===== src/rtl/pipeline_ctrl_pkg.sv =====
// Shared definitions for the pipeline sequencer: FSM state encoding and the
// hard-wired zero register index.
package pipeline_ctrl_pkg;

    typedef enum logic {
        RUN     = 1'b0,
        MD_BUSY = 1'b1
    } ctrl_state_t;

    localparam logic [4:0] REG_X0 = 5'd0;

endpackage


===== src/rtl/hazard_stall_controller_hazard_detect.sv =====
// Load-use hazard compare: flags an ID instruction that reads the register a
// load currently in EX is about to write.
module hazard_detect
    import pipeline_ctrl_pkg::*;
(
    input  logic [4:0] i_rs1_addr,
    input  logic [4:0] i_rs2_addr,
    input  logic       i_uses_rs1,
    input  logic       i_uses_rs2,
    input  logic [4:0] i_ex_write_addr,
    input  logic       i_ex_mem_read,
    input  logic       i_ex_reg_write_en,
    output logic       o_load_use
);

    logic w_rs1_hit;
    logic w_rs2_hit;

    assign w_rs1_hit = i_uses_rs1 && (i_rs1_addr == i_ex_write_addr);
    assign w_rs2_hit = i_uses_rs2 && (i_rs2_addr == i_ex_write_addr);

    // x0 is hard-wired, so a load targeting it can never feed a consumer.
    assign o_load_use = i_ex_mem_read && i_ex_reg_write_en &&
                        (i_ex_write_addr != REG_X0) && (w_rs1_hit || w_rs2_hit);

endmodule


===== src/rtl/hazard_stall_controller.sv =====
// Pipeline sequencer for the 5-stage core: derives per-register stall/flush
// controls from memory busywait, taken branches, MUL/DIV occupancy and load-use.
module hazard_stall_controller
    import pipeline_ctrl_pkg::*;
#(
    parameter int MULDIV_CYCLES = 4,
    parameter int CNT_W         = 5
) (
    input  logic        clk,
    input  logic        reset,
    input  logic [4:0]  id_rs1_addr,
    input  logic [4:0]  id_rs2_addr,
    input  logic        id_uses_rs1,
    input  logic        id_uses_rs2,
    input  logic [4:0]  ex_write_addr,
    input  logic        ex_mem_read,
    input  logic        ex_reg_write_en,
    input  logic        ex_is_muldiv,
    input  logic        ex_branch_taken,
    input  logic        dmem_busywait,
    output logic        pc_stall,
    output logic        if_id_stall,
    output logic        id_ex_stall,
    output logic        ex_mem_stall,
    output logic        mem_wb_stall,
    output logic        if_id_flush,
    output logic        id_ex_flush,
    output logic        ex_mem_flush,
    output logic        muldiv_start,
    output logic [31:0] stall_count
);

    localparam logic [CNT_W-1:0] MD_INIT =
        CNT_W'((MULDIV_CYCLES > 1) ? MULDIV_CYCLES - 2 : 0);
    localparam logic [CNT_W-1:0] CNT_ONE = CNT_W'(1);

    ctrl_state_t      r_state;
    ctrl_state_t      w_next_state;
    logic [CNT_W-1:0] r_md_cnt;
    logic [CNT_W-1:0] w_next_md_cnt;
    logic [31:0]      r_stall_count;
    logic             w_load_use;

    hazard_detect u_hazard_detect (
        .i_rs1_addr        (id_rs1_addr),
        .i_rs2_addr        (id_rs2_addr),
        .i_uses_rs1        (id_uses_rs1),
        .i_uses_rs2        (id_uses_rs2),
        .i_ex_write_addr   (ex_write_addr),
        .i_ex_mem_read     (ex_mem_read),
        .i_ex_reg_write_en (ex_reg_write_en),
        .o_load_use        (w_load_use)
    );

    always_comb begin
        // NOTE: every output and next-state value gets a default first so no path infers a latch.
        pc_stall      = 1'b0;
        if_id_stall   = 1'b0;
        id_ex_stall   = 1'b0;
        ex_mem_stall  = 1'b0;
        mem_wb_stall  = 1'b0;
        if_id_flush   = 1'b0;
        id_ex_flush   = 1'b0;
        ex_mem_flush  = 1'b0;
        muldiv_start  = 1'b0;
        w_next_state  = r_state;
        w_next_md_cnt = r_md_cnt;

        if (reset) begin
            w_next_state  = RUN;
            w_next_md_cnt = '0;
        end else if (dmem_busywait) begin
            // Freeze the whole pipe; the MUL/DIV unit keeps counting on its own.
            {pc_stall, if_id_stall, id_ex_stall, ex_mem_stall, mem_wb_stall} = 5'b11111;
            if (r_md_cnt != '0) w_next_md_cnt = r_md_cnt - CNT_ONE;
        end else if (r_state == MD_BUSY) begin
            if (r_md_cnt != '0) begin
                {pc_stall, if_id_stall, id_ex_stall} = 3'b111;
                ex_mem_flush  = 1'b1;
                w_next_md_cnt = r_md_cnt - CNT_ONE;
            end else begin
                w_next_state = RUN;
            end
        end else if (ex_branch_taken) begin
            if_id_flush = 1'b1;
            id_ex_flush = 1'b1;
        end else if (ex_is_muldiv && (MULDIV_CYCLES > 1)) begin
            muldiv_start  = 1'b1;
            {pc_stall, if_id_stall, id_ex_stall} = 3'b111;
            ex_mem_flush  = 1'b1;
            w_next_state  = MD_BUSY;
            w_next_md_cnt = MD_INIT;
        end else if (w_load_use) begin
            pc_stall    = 1'b1;
            if_id_stall = 1'b1;
            id_ex_flush = 1'b1;
        end
    end

    always_ff @(posedge clk) begin
        // NOTE: state registers use non-blocking assignments so every flop samples pre-edge values.
        if (reset) begin
            r_state       <= RUN;
            r_md_cnt      <= '0;
            r_stall_count <= '0;
        end else begin
            r_state  <= w_next_state;
            r_md_cnt <= w_next_md_cnt;
            if (pc_stall) r_stall_count <= r_stall_count + 32'd1;
        end
    end

    assign stall_count = reset ? 32'd0 : r_stall_count;

endmodule


===== config.mk =====
export PLATFORM = sky130hd
export DESIGN_NAME = hazard_stall_controller
export DESIGN_NICKNAME = d
export VERILOG_FILES = /design/src/rtl/pipeline_ctrl_pkg.sv /design/src/rtl/hazard_stall_controller_hazard_detect.sv /design/src/rtl/hazard_stall_controller.sv
export SDC_FILE = /design/constraint.sdc
export NUM_CORES = 1
export LEC_CHECK = 0
export ABC_AREA = 1
export BUFFER_PORTS_ARGS = -buffer_cell sky130_fd_sc_hd__buf_2
export CORE_MARGIN = 4
export CORE_UTILIZATION = 49
export CTS_BUF_LIST = sky130_fd_sc_hd__clkbuf_16
export DETAILED_ROUTE_END_ITERATION = 8
export GPL_TIMING_DRIVEN = 0
export PLACE_DENSITY = 0.84
export SLEW_MARGIN = 25
export SYNTH_ARGS = -nofsm -noshare
export SYNTH_HDL_FRONTEND = slang
export SYNTH_SLANG_ARGS = --single-unit

===== constraint.sdc =====
create_clock -name clk -period 1.64 [get_ports clk]
set_input_delay 0.164 -clock clk [delete_from_list [all_inputs] [get_ports clk]]
set_output_delay 0.164 -clock clk [all_outputs]
set_load 0.02 [all_outputs]

==> results.toml, run 1 <==
[outcome]
status = "finished with violations"
failed_checks = "setup timing"

[place]
port_buffers = 64
place_area_um2 = 3090
dpl.hpwl_um = 5240
gp_congestion = 0.910
dp_slack_ns = -0.190

[yosys]
synth_edf_count = 0
syn-num-nets = 499
yosys.area.top_type = "dfxtp_1"
ys_top_cells_by_area = "dfxtp_1, nand2_1, nor2_1, inv_1, nand3_1"
post-synth-top-count-cell = "nand2_1"
synth-seq-cells = 38
netlist.area_leader.share = 0.283
synth_ff_type = "dfxtp_1"
synthTopCellsByCount = "nand2_1, nor2_1, inv_1"
synth_cell_types = 31
syn_avg_cell_area_um2 = 5.67
ys_seq_area_frac = 0.283
synthesis.instances = 473
synth-warning-count = 0
netlist_area_um2 = 2680
async_reset_ff_frac = 0

[finish]
area_growth_pct = 30.6
nets = 584
stdcell_area_um2 = 3500
diodes = 0
final_util = 0.673
layout-drive-gt1-share = 0.278
nFillCells = 443

[detailed_routing]
drc = 0
drtIter0Drc = 175
postRouteAntennaNets = 0
drt-total-wl_um = 7530
avgRoutedWirePerCell_um = 12.0
via_per_inst = 4.98
num_vias = 3124
dr.pass1.iters = 5

[die]
start_util = 0.516
die_h_um = 82.0
die_area_um2 = 6730
num_io_pins = 65
coreArea_um2 = 5200
fp-row-count = 26
die-width_um = 82.0

[worst_hold_path]
hold_depth = 2
hp-class = "in -> reg"
hold_start = "reset"
hold_end = "r_md_cnt[4]$_SDFFE_PP0P_"

[setup_path]
r2r_start = "r_md_cnt[0]$_SDFFE_PP0P_"
timing.critical_path.to_type = "primary output"
crit_start = "r_md_cnt[0]$_SDFFE_PP0P_"
cp_max_fo = 3
worstSetupPathType = "reg -> out"
r2r_end = "r_stall_count[26]$_SDFFE_PP0P_"
cp_slowest_cell = "dfxtp_2"
required_ns = 1.48
arrival_ns = 1.70
ff2ff_setup_slack_ns = -0.11
critPathLaunchType = "flop"
crit_top_cell = "nand2_4"
critical-path-top-delay-family = "simple AND/OR/NAND/NOR gates"
critPathBufInv = 4
crit_chain = "inv_2 > ha_4 > nand2_4 > nor2_4 > nand2_2 > nand2_2 > o21ai_2 > nor2_2 > nand2_4 > nand2_4 > inv_4 > buf_6 > buf_6"
ff2ff_path_depth = 14
slowest_delay_ns = 0.32

[pwr]
power.share.clock = 0.292
swShare = 0.332
powerDensity_nw_per_um2 = 878
p_switching_uw = 1020
p_seq_frac = 0.350
power.total_uw = 3080
peakVddDrop_v = 0.000702
p_leak_uw = 0.00183
p_comb_frac = 0.359
p_int_uw = 2060

[clock_network]
hold_buffers = 0
clk_pin_slew_ns = 0.05
h-tree-depth = 2
worstSkewPairLatency_ns = 0.28
clock_sinks = 38
clock_path_buffers = 2
cts_tree = "built"
cts_buffers = 5
cts-root-buf = "clkbuf_16"

[timing]
skew_ns = 0.00722
min_period_ns = 1.87
slew_violations = 0
max-slew-margin-rel = 0.655
tns_ns = -2.90
tightest_slew_ns = 0.518
fin_ws_ns = -0.225
period_share = 1.14
finalHoldViolations = 0
max_freq_ghz = 0.536
rsz0062_at_grt = "yes"
setup_viol = 32

[global_routing]
antenna_found_initial = 0
grt_start_max_net_pins = 11
grt_first_pass_wirelength_um = 12100
grt.total_usage = 0.229
grt_pass1_vias = 2786
grt-ovfl-total = 0

[run]
max_cap_violations = 0
## logic make-up after synthesis
family                   synth area share
AND/OR/NAND/NOR                     0.515
buffers and inverters               0.139
flip-flops                          0.283
AO/OA/AOI/OAI                      0.0466
XOR/XNOR                          0.00653
adder cells (fa/ha/maj)           0.00932
## registers in the layout (all words and copies together), names as in the netlist
signal	count
r_stall_count	32
r_md_cnt	5
r_state	1
## metal layers
layer	track usage	vias to the layer above	part of all wire
met5	0	-	0
met4	0.0598	0	0.014
met2	0.426	90	0.52
met3	0.0450	11	0.051
li1	-	1600	-
met1	0.264	1423	0.41
## how the worst max path moves through the flow
stage | slack (ns) | endpoint | cells after the start
floorplan | 0.04 | pc_stall | 12
global placement | -0.17 | pc_stall | 13
detailed placement | -0.19 | r_stall_count[26]$_SDFFE_PP0P_ | 10
CTS | -0.22 | pc_stall | 13
global route | -0.29 | pc_stall | 13
finish | -0.23 | pc_stall | 13
## power groups by stage
| stage | registers (µW) | clock network, µW | logic, µW |
|---|---|---|---|
| 2_1_floorplan | 1060 | 0 | 513 |
| 3_3_place_gp | 1060 | 0 | 656 |
| 3_5_place_dp | 1070 | 0 | 672 |
| 4_1_cts | 1070 | 901 | 948 |
| 5_1_grt | 1080 | 937 | 1210 |
| 6_report | 1080 | 897 | 1100 |
## cell usage in the layout, fill, tap and decap left out, types with 3 or more instances in the layout
master     synthesis  layout
buf_8              0       3
nand3_1           26      25
nand2_2            7      14
clkbuf_1           7       5
buf_6              2       4
inv_2              6       8
buf_2              2      62
nor2_1           116     113
nand4_1            5       5
nor3_1             8       8
buf_4              2      15
a21oi_1           17      10
nand3_2            3       4
clkbuf_16          0       5
dfxtp_1           38      34
nand2_1          130     121
dfxtp_2            0       3
nand2_4            1       3
nor2_2             5       7
nor3_2             3       3
inv_1             73      70
nor2_4             4       5
a21oi_2            0       6
## stage by stage
stage          hold slack [ns]  instances
4_1_cts                  0.133        622
5_1_grt                  0.163        627
3_3_place_gp             0.414        607
3_5_place_dp             0.419        607
2_1_floorplan            0.254        473
6_report                 0.152        627
## final cells by class
cell class                      instances  area, µm²  area share
Inverter                               80        303      0.0864
Timing Repair Buffer                   78        438       0.125
Buffer                                 13        104      0.0296
Sequential cell                        38        768       0.219
Tap cell                               70       87.6      0.0250
Clock inverter                          1       3.75     0.00107
Multi-Input combinational cell        342       1680       0.478
Clock buffer                            5        125      0.0357
## timing repair
action                                  4_1_cts  5_1_grt
gates cloned                                  0        0
pin swaps                                     8        7
gates resized for setup                      33       23
setup buffers                                 9        5
hold endpoints to repair                      0        0
endpoints found under the setup margin       34       55
Note: power is estimated with default switching activity, not from simulation.
==> inputs of run 2 (changes only) <==
--- a/config.mk
+++ b/config.mk
@@ -7,9 +7,9 @@
 export LEC_CHECK = 0
 export ABC_AREA = 1
 export BUFFER_PORTS_ARGS = -buffer_cell sky130_fd_sc_hd__buf_2
+export CORE_ASPECT_RATIO = 0.5
 export CORE_MARGIN = 4
 export CORE_UTILIZATION = 49
-export CTS_BUF_LIST = sky130_fd_sc_hd__clkbuf_16
 export DETAILED_ROUTE_END_ITERATION = 8
 export GPL_TIMING_DRIVEN = 0
 export PLACE_DENSITY = 0.84
==> results.toml, run 2 (synthesis gave the netlist of run 1 again) <==
[outcome]
status = "finished with violations"
failed_checks = "setup timing"

[setup_path]
cp_slowest_cell = "dfxtp_2"
r2r_start = "r_md_cnt[0]$_SDFFE_PP0P_"
critPathLaunchType = "flop"
cp_max_fo = 2
critPathBufInv = 4
ff2ff_setup_slack_ns = -0.28
slowest_delay_ns = 0.33
ff2ff_path_depth = 14
crit_chain = "inv_2 > ha_4 > nand2_4 > nor2_4 > nand2_2 > nand2_2 > o21ai_4 > buf_4 > o21ai_2 > inv_1 > buf_6"
arrival_ns = 1.76
critical-path-top-delay-family = "buffers and inverters"
required_ns = 1.48
r2r_end = "r_stall_count[11]$_SDFFE_PP0P_"
worstSetupPathType = "reg -> out"
crit_top_cell = "nand2_2"
timing.critical_path.to_type = "primary output"

[die]
start_util = 0.525
die_area_um2 = 6800
die_h_um = 60.3
die-width_um = 113
num_io_pins = 65
coreArea_um2 = 5110
fp-row-count = 18

[clock_network]
clk_pin_slew_ns = 0.07
cts_buffers = 5
worstSkewPairLatency_ns = 0.30
clock_path_buffers = 2
cts_tree = "built"
cts-root-buf = "clkbuf_8"
clock_sinks = 38
h-tree-depth = 2
hold_buffers = 0

[pwr]
powerDensity_nw_per_um2 = 902
p_leak_uw = 0.00202
power.total_uw = 3480
peakVddDrop_v = 0.000528

[detailed_routing]
dr.pass1.iters = 5
wl_met1_um = 3610
wl_met2_um = 4270
drc = 0
num_vias = 3366
avgRoutedWirePerCell_um = 14.1
postRouteAntennaNets = 0
top_layer = "met4"
drtIter0Drc = 329
dr_wl_met3_um = 795
drt-total-wl_um = 9040
via_per_inst = 5.25

[place]
port_buffers = 64
dpl.hpwl_um = 5120
dp_cells = 607
gp_congestion = 0.873

[worst_hold_path]
hold_depth = 2
hp-class = "in -> reg"
hold_end = "r_md_cnt[4]$_SDFFE_PP0P_"
hold_start = "reset"

[finish]
area_growth_pct = 43.8
diodes = 0
final_cells = 641
most-common-layout-cells = "nor2_1, nand2_1, inv_1"
layout_commonest_cell = "nor2_1"
largest-register = "r_stall_count"
layout-drive-gt1-share = 0.336
largest_registers = "r_stall_count: 32 flops, r_md_cnt: 5 flops, r_state: 1 flops"
nFillCells = 358
nets = 597
largest_register_ffs = 32

[timing]
min_period_ns = 1.93
slew_violations = 0
rsz0062_at_grt = "yes"
fin_ws_ns = -0.287
period_share = 1.18
setup_viol = 39
finalHoldViolations = 0
max-slew-margin-rel = 0.561
skew_ns = 0.00972
max_freq_ghz = 0.519
tightest_slew_ns = 0.653

[global_routing]
grt.total_usage = 0.213
grt_first_pass_wirelength_um = 11800
grt_pass1_vias = 2756
grt-ovfl-total = 0
grt_start_max_net_pins = 11
antenna_found_initial = 0

[run]
max_cap_violations = 0
## run 2: per-stage QoR
stage	util	setup TNS [ns]	area [µm²]	hold WS (ns)	worst slack, ns
floorplan	-	0	2680	0.254	0.0369
finish	0.755	-7.72	3860	0.127	-0.287
CTS	0.678	-7.25	3470	0.0956	-0.291
global placement	0.605	-2.08	3090	0.397	-0.174
detailed placement	0.605	-2.71	3090	0.401	-0.191
global route	0.755	-11.37	3860	0.134	-0.374
## run 2: how the worst max path moves through the flow
stage | from | to | slack [ns] | cells after the start
final | r_md_cnt[0]$_SDFFE_PP0P_ | id_ex_stall | -0.29 | 11
after global routing | r_md_cnt[0]$_SDFFE_PP0P_ | id_ex_stall | -0.37 | 11
after CTS | r_md_cnt[1]$_SDFFE_PP0P_ | pc_stall | -0.29 | 13
after detailed placement | r_md_cnt[0]$_SDFFE_PP0P_ | pc_stall | -0.19 | 13
after global placement | r_md_cnt[0]$_SDFFE_PP0P_ | pc_stall | -0.17 | 13
after floorplan | r_md_cnt[0]$_SDFFE_PP0P_ | pc_stall | 0.04 | 12
## run 2: final cells by class
type | count | area, µm² | share of cell area
plain buffers | 13 | 118 | 0.0305
clock buffers | 7 | 76.3 | 0.0198
inverters | 80 | 305 | 0.0791
multi-input cells | 342 | 1870 | 0.483
flip-flops and latches | 38 | 772 | 0.200
well taps | 70 | 87.6 | 0.0227
repair buffers | 91 | 634 | 0.164
## run 2: power by group
group	switching [µW]	internal, µW	total, µW
Clock	325	293	617
Combinational	847	935	1780
Sequential	79.9	1000	1080
Total	1250	2230	3480
## run 2: routing by layer
layer	vias to the layer above	track usage
li1	1625	-
met1	1505	0.265
met2	186	0.386
met3	50	0.0369
met4	0	0.0771
met5	-	0
## run 2: what timing repair did
| action | in CTS | in global routing |
|---|---|---|
| gates cloned | 1 | 3 |
| setup buffers | 14 | 12 |
| gates resized for setup | 62 | 62 |
| setup endpoints to repair | 37 | 55 |
| pin swaps | 7 | 16 |
==> inputs of run 3 (changes only) <==
--- a/config.mk
+++ b/config.mk
@@ -7,12 +7,14 @@
 export LEC_CHECK = 0
 export ABC_AREA = 1
 export BUFFER_PORTS_ARGS = -buffer_cell sky130_fd_sc_hd__buf_2
+export CELL_PAD_IN_SITES_DETAIL_PLACEMENT = 2
+export CELL_PAD_IN_SITES_GLOBAL_PLACEMENT = 2
 export CORE_ASPECT_RATIO = 0.5
 export CORE_MARGIN = 4
-export CORE_UTILIZATION = 49
+export CORE_UTILIZATION = 24
 export DETAILED_ROUTE_END_ITERATION = 8
 export GPL_TIMING_DRIVEN = 0
-export PLACE_DENSITY = 0.84
+export PLACE_DENSITY = 0.83
 export SLEW_MARGIN = 25
 export SYNTH_ARGS = -nofsm -noshare
 export SYNTH_HDL_FRONTEND = slang
==> results.toml, run 3 (synthesis gave the netlist of run 1 again) <==
[place]
dpl.hpwl_um = 7640
gp_congestion = 0.821
port_buffers = 64

[finish]
diodes = 0
final_util = 0.340
layout-drive-gt1-share = 0.280
largest_register_ffs = 32
area_growth_pct = 33.4
most-common-layout-cells = "nand2_1, nor2_1, inv_1"
largest-register = "r_stall_count"
layout_commonest_cell = "nand2_1"
largest_registers = "r_stall_count: 32 flops, r_md_cnt: 5 flops, r_state: 1 flops"
nets = 581

[global_routing]
grt-ovfl-total = 0
grt.total_usage = 0.162
grt_start_max_net_pins = 11
grt_pass1_vias = 3409
grt_first_pass_wirelength_um = 16800
antenna_found_initial = 0

[timing]
slew_violations = 0
min_period_ns = 1.92
max_freq_ghz = 0.522
rsz0062_at_grt = "yes"
fin_ws_ns = -0.276
period_share = 1.17
max-slew-margin-rel = 0.597
tightest_slew_ns = 0.605
skew_ns = 0.00438
setup_viol = 35
finalHoldViolations = 0

[die]
start_util = 0.255
die_area_um2 = 13000
die_h_um = 82.8
coreArea_um2 = 10500
fp-row-count = 26
die-width_um = 158
num_io_pins = 65

[clock_network]
clock_sinks = 38
cts_buffers = 5
cts-root-buf = "clkbuf_16"
h-tree-depth = 2
clock_path_buffers = 2
clk_pin_slew_ns = 0.06
worstSkewPairLatency_ns = 0.29
hold_buffers = 0
cts_tree = "built"

[worst_hold_path]
hp-class = "in -> reg"

[detailed_routing]
num_vias = 3183
dr.pass1.iters = 4
drt-total-wl_um = 10300
drc = 0
via_per_inst = 4.59
drtIter0Drc = 136
postRouteAntennaNets = 0
avgRoutedWirePerCell_um = 14.8

[setup_path]
worstSetupPathType = "reg -> out"
critPathLaunchType = "flop"
arrival_ns = 1.75
cp_max_fo = 3
required_ns = 1.48
timing.critical_path.to_type = "primary output"
ff2ff_setup_slack_ns = -0.20

[outcome]
status = "finished with violations"
failed_checks = "setup timing"

[pwr]
peakVddDrop_v = 0.000359
powerDensity_nw_per_um2 = 879
power.total_uw = 3150
p_leak_uw = 0.00181

[run]
max_cap_violations = 0
[run 3: changes by cell type in the layout (fill, tap and decap cells not counted), moves of 5 or more]
| cell | change |
|---|---|
| a21oi_1 | +6 |
| buf_4 | -6 |
| nand2_1 | +12 |
| nand2_2 | +6 |
| nand2_4 | -18 |
| nand3_1 | +5 |
[run 3: cell type report]
| type | count | area (µm²) |
|---|---|---|
| plain buffers | 13 | 101 |
| clock buffers | 6 | 139 |
| fillers | 1349 | 6960 |
| inverters | 80 | 303 |
| multi-input cells | 342 | 1670 |
| flip-flops and latches | 38 | 771 |
| well taps | 140 | 175 |
| repair buffers | 75 | 418 |
[run 3: stage by stage]
step / instance area [µm²] / worst slack (ns) / TNS [ns] / hold WS [ns] / std cells
2_1_floorplan: 2680 / 0.0369 / 0 / 0.254 / 473
3_3_place_gp: 3180 / -0.212 / -3.27 / 0.405 / 677
3_5_place_dp: 3180 / -0.293 / -6.11 / 0.403 / 677
4_1_cts: 3470 / -0.295 / -5.23 / 0.102 / 690
5_1_grt: 3580 / -0.367 / -9.33 / 0.125 / 694
6_report: 3580 / -0.276 / -5.04 / 0.126 / 694
[run 3: final timing paths]
path | startpoint | end | depth (start not counted)
max | r_md_cnt[0]$_SDFFE_PP0P_ | pc_stall | 13
min | reset | r_md_cnt[4]$_SDFFE_PP0P_ | 2
max reg2reg | r_md_cnt[0]$_SDFFE_PP0P_ | r_stall_count[29]$_SDFFE_PP0P_ | 15
min reg2reg | r_md_cnt[0]$_SDFFE_PP0P_ | r_md_cnt[0]$_SDFFE_PP0P_ | 1
[run 3: report_power, final]
group	switching [µW]	leakage (µW)	internal, µW
clock	384	0.0000688	588
combinational	622	0.00143	463
sequential	89.9	0.000310	1000
[run 3: critical path, stage by stage, from the launching register on]
cell     delay (ns)
dfxtp_2        0.33
inv_2          0.09
ha_4           0.16
nand2_4        0.06
nor2_4         0.09
nand2_2        0.07
nand2_2        0.08
o21ai_4        0.07
nor2_4         0.11
nand2_4        0.07
nand2_4        0.07
inv_4          0.05
buf_6          0.11
buf_6          0.12
[run 3: per-layer routing]
layer  global-route usage  wire [µm]  vias up
li1                     -          -     1589
met1                0.202       4870     1534
met2                0.297       4950       49
met3               0.0243        323       11
met4               0.0429        122        0
met5                    0          0        -
[run 3: timing repair]
item / in CTS / in global routing
pin swaps: 6 / 9
gates cloned: 0 / 0
resized for setup: 34 / 22
setup buffers: 7 / 4
setup endpoints to repair: 52 / 37
